## src/rtl/core_ctrl.sv

```systemverilog
// Layer sequencer for the weight-stationary convolution core: walks every kernel
// position through weight load, activation stream/execute and OFIFO drain into PSUM.
module core_ctrl #(
    parameter int unsigned ROW     = 8,
    parameter int unsigned COL     = 8,
    parameter int unsigned NUM_KIJ = 9,
    parameter int unsigned LEN_NIJ = 36,
    parameter int unsigned X_BASE  = 0,
    parameter int unsigned W_BASE  = 1024,
    parameter int unsigned P_BASE  = 0
) (
    input  logic        clk,
    input  logic        reset,
    input  logic        start,
    input  logic        valid,
    output logic [33:0] inst,
    output logic        busy,
    output logic        done,
    output logic [3:0]  kij_idx
);
    localparam logic [33:0] IDLE_WORD = 34'h1800C0000;

    typedef enum logic [2:0] {
        S_IDLE, S_W_L0, S_W_LOAD, S_W_FLUSH, S_X_L0, S_EXEC, S_DRAIN, S_DONE
    } state_t;

    state_t      state_q, state_d;
    logic [15:0] cnt_q, cnt_d;
    logic [3:0]  kij_q, kij_d;
    logic [33:0] inst_q, inst_d;
    logic        busy_q, busy_d;
    logic        done_q, done_d;
    logic        wr_d;

    // Next-state / counters. In DRAIN, cnt counts psum writes already issued.
    always_comb begin
        state_d = state_q;
        cnt_d   = cnt_q;
        kij_d   = kij_q;
        wr_d    = 1'b0;
        case (state_q)
            S_IDLE: begin
                if (start) begin
                    state_d = S_W_L0;
                    cnt_d   = '0;
                    kij_d   = '0;
                end
            end
            S_W_L0: begin
                if (cnt_q == 16'(COL)) begin
                    state_d = S_W_LOAD;
                    cnt_d   = '0;
                end else begin
                    cnt_d = cnt_q + 16'd1;
                end
            end
            S_W_LOAD: begin
                if (cnt_q == 16'(COL - 1)) begin
                    state_d = S_W_FLUSH;
                    cnt_d   = '0;
                end else begin
                    cnt_d = cnt_q + 16'd1;
                end
            end
            S_W_FLUSH: begin
                if (cnt_q == 16'(ROW - 1)) begin
                    state_d = S_X_L0;
                    cnt_d   = '0;
                end else begin
                    cnt_d = cnt_q + 16'd1;
                end
            end
            S_X_L0: begin
                if (cnt_q == 16'(LEN_NIJ)) begin
                    state_d = S_EXEC;
                    cnt_d   = '0;
                end else begin
                    cnt_d = cnt_q + 16'd1;
                end
            end
            S_EXEC: begin
                if (cnt_q == 16'(LEN_NIJ - 1)) begin
                    state_d = S_DRAIN;
                    cnt_d   = '0;
                end else begin
                    cnt_d = cnt_q + 16'd1;
                end
            end
            S_DRAIN: begin
                // The cycle showing the last write is also the last DRAIN cycle.
                if (cnt_q == 16'(LEN_NIJ)) begin
                    cnt_d = '0;
                    if (kij_q == 4'(NUM_KIJ - 1)) begin
                        state_d = S_DONE;
                    end else begin
                        state_d = S_W_L0;
                        kij_d   = kij_q + 4'd1;
                    end
                end else if (valid) begin
                    wr_d  = 1'b1;
                    cnt_d = cnt_q + 16'd1;
                end
            end
            S_DONE: begin
                state_d = S_IDLE;
                cnt_d   = '0;
            end
            default: begin
                state_d = S_IDLE;
                cnt_d   = '0;
                kij_d   = '0;
            end
        endcase
    end

    // Output word for the upcoming cycle, decoded from the next state so it is registered.
    logic [31:0] w_addr, x_addr, p_addr;
    always_comb begin
        w_addr = 32'(W_BASE) + 32'(kij_d) * 32'(COL) + 32'(cnt_d);
        x_addr = 32'(X_BASE) + 32'(cnt_d);
        p_addr = 32'(P_BASE) + 32'(cnt_q);
        inst_d = IDLE_WORD;
        case (state_d)
            S_W_L0: begin
                if (cnt_d < 16'(COL)) begin
                    inst_d[19]   = 1'b0;
                    inst_d[17:7] = w_addr[10:0];
                end
                if (cnt_d != 16'd0) inst_d[2] = 1'b1;
            end
            S_W_LOAD: begin
                inst_d[3] = 1'b1;
                inst_d[0] = 1'b1;
            end
            S_X_L0: begin
                if (cnt_d < 16'(LEN_NIJ)) begin
                    inst_d[19]   = 1'b0;
                    inst_d[17:7] = x_addr[10:0];
                end
                if (cnt_d != 16'd0) inst_d[2] = 1'b1;
            end
            S_EXEC: begin
                inst_d[3] = 1'b1;
                inst_d[1] = 1'b1;
            end
            S_DRAIN: begin
                if (wr_d) begin
                    inst_d[33]    = (kij_q != 4'd0);
                    inst_d[32]    = 1'b0;
                    inst_d[31]    = 1'b0;
                    inst_d[30:20] = p_addr[10:0];
                    inst_d[6]     = 1'b1;
                end
            end
            default: inst_d = IDLE_WORD;
        endcase
        busy_d = (state_d != S_IDLE) && (state_d != S_DONE);
        done_d = (state_d == S_DONE);
    end

    always_ff @(posedge clk or posedge reset) begin
        if (reset) begin
            state_q <= S_IDLE;
            cnt_q   <= '0;
            kij_q   <= '0;
            inst_q  <= IDLE_WORD;
            busy_q  <= 1'b0;
            done_q  <= 1'b0;
        end else begin
            state_q <= state_d;
            cnt_q   <= cnt_d;
            kij_q   <= kij_d;
            inst_q  <= inst_d;
            busy_q  <= busy_d;
            done_q  <= done_d;
        end
    end

    assign inst    = inst_q;
    assign busy    = busy_q;
    assign done    = done_q;
    assign kij_idx = kij_q;
endmodule
```

## config.mk

```make
export PLATFORM = sky130hd
export DESIGN_NAME = core_ctrl
export DESIGN_NICKNAME = d
export VERILOG_FILES = /design/src/rtl/core_ctrl.sv
export SDC_FILE = /design/constraint.sdc
export NUM_CORES = 1
export LEC_CHECK = 0
export BUFFER_PORTS_ARGS = -buffer_cell sky130_fd_sc_hd__buf_2
export CAP_MARGIN = 20
export CORE_MARGIN = 2
export CORE_UTILIZATION = 60
export DETAILED_ROUTE_END_ITERATION = 10
export HOLD_SLACK_MARGIN = 0.1
export PLACE_DENSITY = 0.83
export SYNTH_ARGS = -nofsm -noshare
export SYNTH_HDL_FRONTEND = slang
export SYNTH_SLANG_ARGS = --single-unit
```

## constraint.sdc

```tcl
create_clock -name clk -period 6.2 [get_ports clk]
set_input_delay 1.24 -clock clk [delete_from_list [all_inputs] [get_ports clk]]
set_output_delay 1.24 -clock clk [all_outputs]
set_load 0.05 [all_outputs]
```

==> results.py, run 1 <==
metrics = {
    "timing": {
        "hold_violations": 0,
        "tightest_slew_ns": 0.982,
        "fin_crit_sh": 0.657,
        "max_slew_margin": 0.342,
        "finalMaxSlewViolations": 0,
        "fin_skew_ns": 0.00687,
        "setup_viol": 0,
        "rsz0062_at_grt": "no",
        "tns_ns": 0,
        "timing.final.crit_period_ns": 4.07,
        "fmax_mhz": 245,
    },
    "cells_and_area": {
        "final_core_util": 0.683,
        "finalNetCount": 384,
        "drive_gt1_frac": 0.180,
        "area_delta_synth_final_pct": 10.2,
        "seq_area_um2": 1380,
        "fill_cells": 425,
        "multi_input_area_um2": 1640,
        "antenna_cells": 0,
    },
    "critical_path": {
        "reg2reg_depth": 13,
        "cp.arrival_ns": 4.28,
        "rr_endpoint": "inst[14]",
        "cp-end-kind": "register",
        "reg2reg_setup_slack_ns": 2.13,
        "critPathKind": "register to register",
        "cp_max_fo": 7,
        "worstReg2RegStart": "cnt_q[0]",
        "critPathRequiredTime_ns": 6.41,
        "crit_path_start": "cnt_q[0]",
        "cp-start-kind": "register",
        "crit_end": "inst[14]",
    },
    "clock_network": {
        "htree_levels": 2,
        "clk_pin_slew_ns": 0.10,
        "cts_tree": "built",
        "hold_buffers": 0,
        "root_buffer": "clkbuf_8",
        "cts.path.max_buffers": 2,
        "insertion_delay_ns": 0.31,
        "numCtsBuffers": 5,
        "cts_setup_buffers": 0,
        "ctsResizeCount": 0,
        "clock-sinks": 55,
    },
    "placed_design": {
        "place.gp.congestion": 0.949,
        "hpwl_um": 5530,
        "port_buffers": 40,
    },
    "routing": {
        "routed_wl_um": 7640,
        "post_drt_wl_per_cell_um": 17.3,
        "remaining_drc_errors": 0,
        "ant_nets": 0,
        "routed-via-count": 2792,
        "viasPerCell": 6.32,
        "firstDrtPassIters": 6,
        "drt_iter0_markers": 388,
    },
    "logic_synthesis": {
        "yosysWarnings": 0,
        "synth_top_area_share": 0.419,
        "synth_top_area_cell": "dfrtp_1",
        "synth_cell_type_count": 69,
        "async_flop_share": 1.00,
        "avgSynthCellArea_um2": 9.33,
        "synth-seq-area-share": 0.436,
        "synthFlopType": "dfrtp_1",
        "synth_area_um2": 3160,
        "syn_inst": 339,
        "synth_top_cells_by_area": "dfrtp_1 42%, nand2_1 3.6%, ha_1 3.2%",
        "synth-edff-count": 0,
        "ys_seq_elements": 55,
    },
    "power_and_ir_drop": {
        "p_leak_nw": 1.72,
        "ir_worst_vdd_v": 0.000189,
        "p_per_area_nw_per_um2": 309,
        "total_power_w": 0.00108,
    },
    "global_route": {
        "grt_pass1_wl_um": 12800,
        "grt_usage": 0.276,
        "grt_pass1_vias": 2581,
        "overflow": 0,
        "grt_max_degree": 56,
        "grt_antenna_before_repair": 0,
    },
    "floorplan": {
        "start_util": 0.619,
        "coreArea_um2": 5110,
        "die-area_um2": 5870,
        "fp.dieW_um": 76.6,
        "rows": 26,
        "die_h_um": 76.6,
        "design.portCount": 44,
    },
    "flow_run": {
        "max_cap_violations": 0,
    },
    "run_status": {
        "status": "finished clean",
    },
    "hold_path": {
        "hold_class": "register to register",
    },
}
[how the worst min path moves through the flow]
stage	start	to	slack, ns	cells past startpoint
global route	cnt_q[15]	cnt_q[15]	0.61	1
finish	cnt_q[15]	cnt_q[15]	0.59	1
CTS	cnt_q[15]	cnt_q[15]	0.58	1
global placement	cnt_q[15]	cnt_q[15]	0.56	1
detailed placement	cnt_q[15]	cnt_q[15]	0.57	1
floorplan	cnt_q[15]	cnt_q[15]	0.50	1
[flip-flops by register name, summed over array words and instances (netlist names)]
name and flops:
cnt_q 16, state_q 3, busy 1, inst 30, done 1, kij_idx 4
[report_power, final]
group          internal, W  switching [W]  total, W
clock network    0.0000812       0.000122  0.000203
logic             0.000129       0.000290  0.000419
registers         0.000405      0.0000492  0.000454
[routing by layer]
layer,vias to the layer above,global-route usage,share of wire
li1,1298,-,-
met1,1318,0.377,0.42
met2,151,0.426,0.47
met3,25,0.0569,0.081
met4,0,0.127,0.029
met5,-,0,0
[cells by family after synthesis]
logic type	Yosys count	share of synthesized area
AND/OR/NAND/NOR	144	0.267
AO/OA/AOI/OAI	85	0.188
flip-flops	55	0.436
buffers and inverters	37	0.0498
adder cells (fa/ha/maj)	9	0.0380
XOR/XNOR	7	0.0194
other	2	0.00237
[cell usage in the layout, fill, tap and decap left out, drive strengths merged, types with 7 or more instances in the layout]
master,n
a21oi,18
dfrtp,53
nand3,12
ha,8
nor2,18
nand2b,7
nand2,30
nand4,7
o31ai,8
o21ai,19
inv,18
and3,12
buf,42
nor3,14
[cells in the mapped netlist, drive strengths merged (2+ instances only)]
cell and instances:
dfrtp 53, o21ai 19, clkbuf 13, nand2 30, nand4 7, xor2 4, and3b 2, nor2 18
and4b 2, nor3b 4, and2 6, and4 6, nor3 14, or4 2, or2 5, conb 2
a31oi 6, a22oi 5, a2bb2oi 2, a21boi 2, o21a 3, or3 2, nand3 12, nor4 5
inv 17, nor2b 5, buf 7, o311ai 3, a21oi 18, a21o 2, xnor2 3, o31ai 8
nand2b 7, a211oi 3, dfstp 2, ha 8, and3 12
[critical path, stage by stage (launching register included)]
cell and delay, ns:
dfrtp_1 0.41, ha_1 0.34, or4bb_1 0.56, nor4_4 0.27, nand2b_1 0.26, nand3_1 0.19
o311ai_0 0.47, nand2_1 0.20, ha_1 0.27, fa_1 0.40, a21o_1 0.17, a21oi_1 0.16
xor2_1 0.17, nor3_1 0.07
[through the flow]
step | std cells | hold slack, ns | instance area (um^2) | worst slack (ns)
6_report | 442 | 0.586 | 3490 | 2.13
2_1_floorplan | 342 | 0.503 | 3170 | 2.67
3_3_place_gp | 433 | 0.556 | 3380 | 2.32
4_1_cts | 441 | 0.578 | 3470 | 2.19
3_5_place_dp | 433 | 0.567 | 3380 | 2.22
5_1_grt | 442 | 0.612 | 3490 | 1.74
[layout make-up]
| class | instances | share of cell area |
|---|---|---|
| repair buffers | 42 | 0.0653 |
| clock inverters | 3 | 0.00646 |
| inverters | 17 | 0.0183 |
| clock buffers | 5 | 0.0197 |
| multi-input cells | 250 | 0.470 |
| well taps | 70 | 0.0251 |
| flip-flops and latches | 55 | 0.395 |
Power figures use the tool's default switching activity.
==> run 2, diff against run 1 <==
- CORE_UTILIZATION: 60 -> 57
- PLACE_DENSITY: 0.83 -> 0.79
- clock period: 6.2 -> 4.05 ns (I/O delays scaled with it)
==> run 2 against run 1 <==
Net effect:
- cell area is 2.6% higher
- critical path depth did not move
- clock power is 59% higher
- combinational power increased by 58%
- routed wire length grew 0.54%
- sequential power increased by 51%
- clock skew increased by 0.0057 ns
- sequential share of layout area is 1.0 points lower
- count of clock-buffer cells in the layout stayed put
- total power rose by 55%
- critical endpoint unchanged
- largest cell class unchanged
- largest power group unchanged
==> results.py, run 2 (synthesis gave the netlist of run 1 again) <==
metrics = {
    "clock_network": {
        "htree_levels": 2,
        "cts.path.max_buffers": 2,
        "root_buffer": "clkbuf_8",
        "clk_pin_slew_ns": 0.10,
        "numCtsBuffers": 5,
        "cts_tree": "built",
        "clock-sinks": 55,
        "insertion_delay_ns": 0.32,
    },
    "global_route": {
        "grt_usage": 0.262,
        "grt_pass1_vias": 2542,
        "grt_pass1_wl_um": 12500,
        "grt_antenna_before_repair": 0,
        "overflow": 0,
        "grt_max_degree": 56,
    },
    "critical_path": {
        "critPathKind": "register to register",
        "cp_max_fo": 7,
        "cp.arrival_ns": 4.00,
        "cp-end-kind": "register",
        "reg2reg_setup_slack_ns": 0.28,
        "critPathRequiredTime_ns": 4.29,
        "cp-start-kind": "register",
    },
    "cells_and_area": {
        "area_delta_synth_final_pct": 13.1,
        "final_common_cell": "dfrtp_1",
        "finalNetCount": 394,
        "layout_common_cells": "53 x dfrtp_1, 40 x buf_2, 30 x nand2_1",
        "antenna_cells": 0,
        "drive_gt1_frac": 0.204,
        "largest_register_ffs": 30,
    },
    "run_status": {
        "status": "finished clean",
    },
    "timing": {
        "fmax_mhz": 266,
        "finalMaxSlewViolations": 0,
        "finalWorstSetupSlack_ns": 0.284,
        "fin_crit_sh": 0.930,
        "rsz0062_at_grt": "no",
        "tightest_slew_ns": 0.959,
        "tns_ns": 0,
        "fin_hold_ws_ns": 0.419,
        "hold_violations": 0,
        "setup_viol": 0,
        "max_slew_margin": 0.357,
        "fin_skew_ns": 0.0126,
        "timing.final.crit_period_ns": 3.77,
    },
    "floorplan": {
        "fp.dieW_um": 78.5,
        "die_h_um": 78.5,
        "die-area_um2": 6160,
        "design.portCount": 44,
        "start_util": 0.582,
        "rows": 27,
        "coreArea_um2": 5440,
    },
    "routing": {
        "ant_nets": 0,
        "remaining_drc_errors": 0,
        "routed-via-count": 2740,
        "drt_iter0_markers": 316,
        "viasPerCell": 6.04,
        "post_drt_wl_per_cell_um": 16.9,
        "firstDrtPassIters": 4,
        "routed_wl_um": 7680,
    },
    "power_and_ir_drop": {
        "ir_worst_vdd_v": 0.000261,
        "p_per_area_nw_per_um2": 467,
        "p_leak_nw": 1.77,
    },
    "hold_path": {
        "hold_class": "input port to async pin",
    },
    "flow_run": {
        "max_cap_violations": 0,
    },
    "placed_design": {
        "hpwl_um": 5630,
        "port_buffers": 40,
        "place_ws_ns": 0.201,
        "place.gp.congestion": 0.931,
    },
}
-- run 2: worst paths after layout --
kind	from	end	cells past startpoint
max	cnt_q[0]	inst[14]	13
min	reset	inst[6]	2
max reg2reg	cnt_q[0]	inst[14]	13
min reg2reg	cnt_q[15]	cnt_q[15]	1
max in group asynchronous	reset	inst[19]	3
min in group clk	cnt_q[15]	cnt_q[15]	1
-- run 2: stage by stage --
stage | cells | total power [W] | area, um^2 | utilization
after floorplan | 342 | 0.00119 | 3170 | -
after global placement | 445 | 0.00133 | 3450 | 0.635
after detailed placement | 445 | 0.00134 | 3450 | 0.635
after CTS | 453 | 0.00166 | 3550 | 0.653
after global routing | 454 | 0.00177 | 3580 | 0.658
final | 454 | 0.00167 | 3580 | 0.658
-- run 2: report_power, final --
part	total [W]	switching [W]	internal, W
Clock	0.000322	0.000195	0.000127
Combinational	0.000661	0.000447	0.000214
Sequential	0.000687	0.0000674	0.000620
Total	0.00167	0.000709	0.000961
-- run 2: worst max-delay path, cell delays in order, from the launching register on --
cell      delay, ns
dfrtp_1        0.43
ha_1           0.28
or4bb_1        0.56
nor4_4         0.27
nand2b_1       0.26
nand3_1        0.21
o311ai_2       0.31
nand2_1        0.11
ha_1           0.25
fa_1           0.40
a21o_1         0.17
a21oi_1        0.16
xor2_1         0.08
nor3_1         0.18
-- run 2: layout make-up --
cell class	count	area, um^2
fill	451	1860
multi-input combinational	250	1650
timing repair buffer	52	303
tap	72	90.1
inverter	17	63.8
clock inverter	3	27.5
sequential	55	1380
clock buffer	5	68.8
-- run 2: what timing repair did --
item	4_1_cts	5_1_grt
setup endpoints to repair	0	2
buffers inserted	0	0
gates resized for setup	0	2
hold buffers	0	0
-- run 2: per-layer routing --
layer / vias to the layer above / track usage / part of all wire
li1: 1316 / - / -
met1: 1302 / 0.361 / 0.41
met2: 114 / 0.416 / 0.50
met3: 8 / 0.0517 / 0.078
met4: 0 / 0.0912 / 0.010
met5: - / 0 / 0
==> run 3, diff against run 2 <==
- BUFFER_PORTS_ARGS: -buffer_cell sky130_fd_sc_hd__buf_2 -> -buffer_cell sky130_fd_sc_hd__buf_4
- CORE_ASPECT_RATIO: default -> 0.6
- HOLD_SLACK_MARGIN: 0.1 -> default
==> run 3 against run 2 <==
Net effect:
- first-iteration DRC count shrank 43%
- critical path depth decreased by 2
- non-clock buffer count increased by 8
- worst setup slack better by 0.020 ns
- hold slack improved by 0.075 ns
- die area is 0.32% higher
- clock skew decreased by 0.0034 ns
- maximum frequency grew 0.53%
- routed wire length rose by 4.6%
- critical path type unchanged
- largest cell class unchanged
- largest power group is now combinational logic
==> results.py, run 3 (synthesis gave the netlist of run 1 again) <==
metrics = {
    "clock_network": {
        "root_buffer": "clkbuf_8",
        "hold_buffers": 0,
        "cts.path.max_buffers": 2,
        "insertion_delay_ns": 0.31,
        "numCtsBuffers": 5,
        "htree_levels": 2,
        "cts_tree": "built",
        "clk_pin_slew_ns": 0.09,
        "clock-sinks": 55,
        "cts_setup_buffers": 0,
    },
    "cells_and_area": {
        "finalNetCount": 402,
        "layout_common_cells": "59 x buf_4, 53 x dfrtp_1, 30 x nand2_1",
        "drive_gt1_frac": 0.215,
        "area_delta_synth_final_pct": 17.4,
        "final_common_cell": "buf_4",
        "instances_no_fill": 456,
        "largest_register_ffs": 30,
        "seq_area_um2": 1380,
        "fill_cells": 387,
        "multi_input_area_um2": 1650,
        "antenna_cells": 0,
    },
    "routing": {
        "remaining_drc_errors": 0,
        "firstDrtPassIters": 6,
        "post_drt_wl_per_cell_um": 17.6,
        "viasPerCell": 6.17,
        "ant_nets": 0,
        "drt_iter0_markers": 179,
        "routed-via-count": 2813,
        "routed_wl_um": 8040,
    },
    "timing": {
        "tns_ns": 0,
        "finalMaxSlewViolations": 0,
        "tightest_slew_ns": 0.750,
        "finalWorstSetupSlack_ns": 0.304,
        "setup_viol": 0,
        "max_slew_margin": 0.493,
        "timing.final.crit_period_ns": 3.75,
        "fmax_mhz": 267,
        "rsz0062_at_grt": "no",
        "fin_crit_sh": 0.925,
        "hold_violations": 0,
        "fin_hold_ws_ns": 0.494,
        "fin_skew_ns": 0.00920,
    },
    "power_and_ir_drop": {
        "p_per_area_nw_per_um2": 456,
        "total_power_w": 0.00169,
        "p_leak_nw": 1.82,
        "ir_worst_vdd_v": 0.000412,
    },
    "critical_path": {
        "cp-start-kind": "register",
        "cp-end-kind": "register",
        "cp_max_fo": 11,
        "critPathKind": "register to register",
        "cp.arrival_ns": 3.95,
        "critPathRequiredTime_ns": 4.25,
    },
    "floorplan": {
        "fp.dieW_um": 100,
        "die_h_um": 61.7,
        "rows": 20,
        "die-area_um2": 6180,
        "design.portCount": 44,
        "start_util": 0.608,
        "coreArea_um2": 5200,
    },
    "placed_design": {
        "port_buffers": 40,
        "place.gp.congestion": 1.01,
        "dp_cells": 447,
        "place_ws_ns": 0.263,
        "hpwl_um": 6160,
    },
    "global_route": {
        "grt_usage": 0.279,
        "overflow": 0,
        "grt_max_degree": 52,
        "grt_pass1_vias": 2398,
        "grt_pass1_wl_um": 12800,
        "grt_antenna_before_repair": 0,
    },
    "hold_path": {
        "hold_class": "input port to async pin",
    },
    "flow_run": {
        "max_cap_violations": 0,
    },
    "run_status": {
        "status": "finished clean",
    },
}
[run 3: worst paths after layout]
kind / from / cells past startpoint / to / slack (ns)
min: reset / 2 / cnt_q[12] / 0.49
max: cnt_q[9] / 11 / inst[14] / 0.30
max reg2reg: cnt_q[9] / 11 / inst[14] / 0.30
max in group asynchronous: reset / 4 / cnt_q[1] / 2.91
min reg2reg: cnt_q[15] / 1 / cnt_q[15] / 0.62
min in group clk: cnt_q[15] / 1 / cnt_q[15] / 0.62
[run 3: worst max-delay path, stage by stage (launching register included)]
cell,delay [ns]
dfrtp_1,0.52
or4_4,0.62
o41a_1,0.44
a31o_1,0.26
o311ai_1,0.42
nand2_1,0.16
ha_1,0.26
fa_1,0.40
a21o_1,0.17
a21oi_1,0.17
xor2_1,0.16
nor3_1,0.06
[run 3: cell type report]
| cell class | instances | share of cell area |
|---|---|---|
| multi-input combinational | 250 | 0.443 |
| sequential | 55 | 0.371 |
| timing repair buffer | 60 | 0.125 |
| tap | 66 | 0.0222 |
| clock buffer | 7 | 0.0205 |
| inverter | 17 | 0.0172 |
| clock inverter | 1 | 0.00135 |
[run 3: what timing repair did]
action / in CTS / in global routing
endpoints found under the hold margin: 0 / 0
resized for setup: 0 / 2
endpoints found under the setup margin: 0 / 2
[run 3: power breakdown]
group | internal (W) | total, W | switching [W]
registers | 0.000620 | 0.000682 | 0.0000619
logic | 0.000253 | 0.000723 | 0.000470
clock network | 0.000122 | 0.000288 | 0.000166
[run 3: stage by stage]
step	utilization	area (um^2)
floorplan	-	3170
global placement	0.693	3610
detailed placement	0.693	3610
CTS	0.708	3690
global route	0.714	3710
finish	0.714	3710
[run 3: per-layer routing]
| layer | wire, um | part of all wire | vias to the layer above | GRT usage |
|---|---|---|---|---|
| met3 | 904 | 0.11 | 6 | 0.0996 |
| met4 | 38 | 0.0047 | 0 | 0.0548 |
| li1 | - | - | 1327 | - |
| met1 | 3910 | 0.49 | 1338 | 0.427 |
| met2 | 3180 | 0.40 | 142 | 0.379 |
| met5 | 0 | 0 | - | 0 |
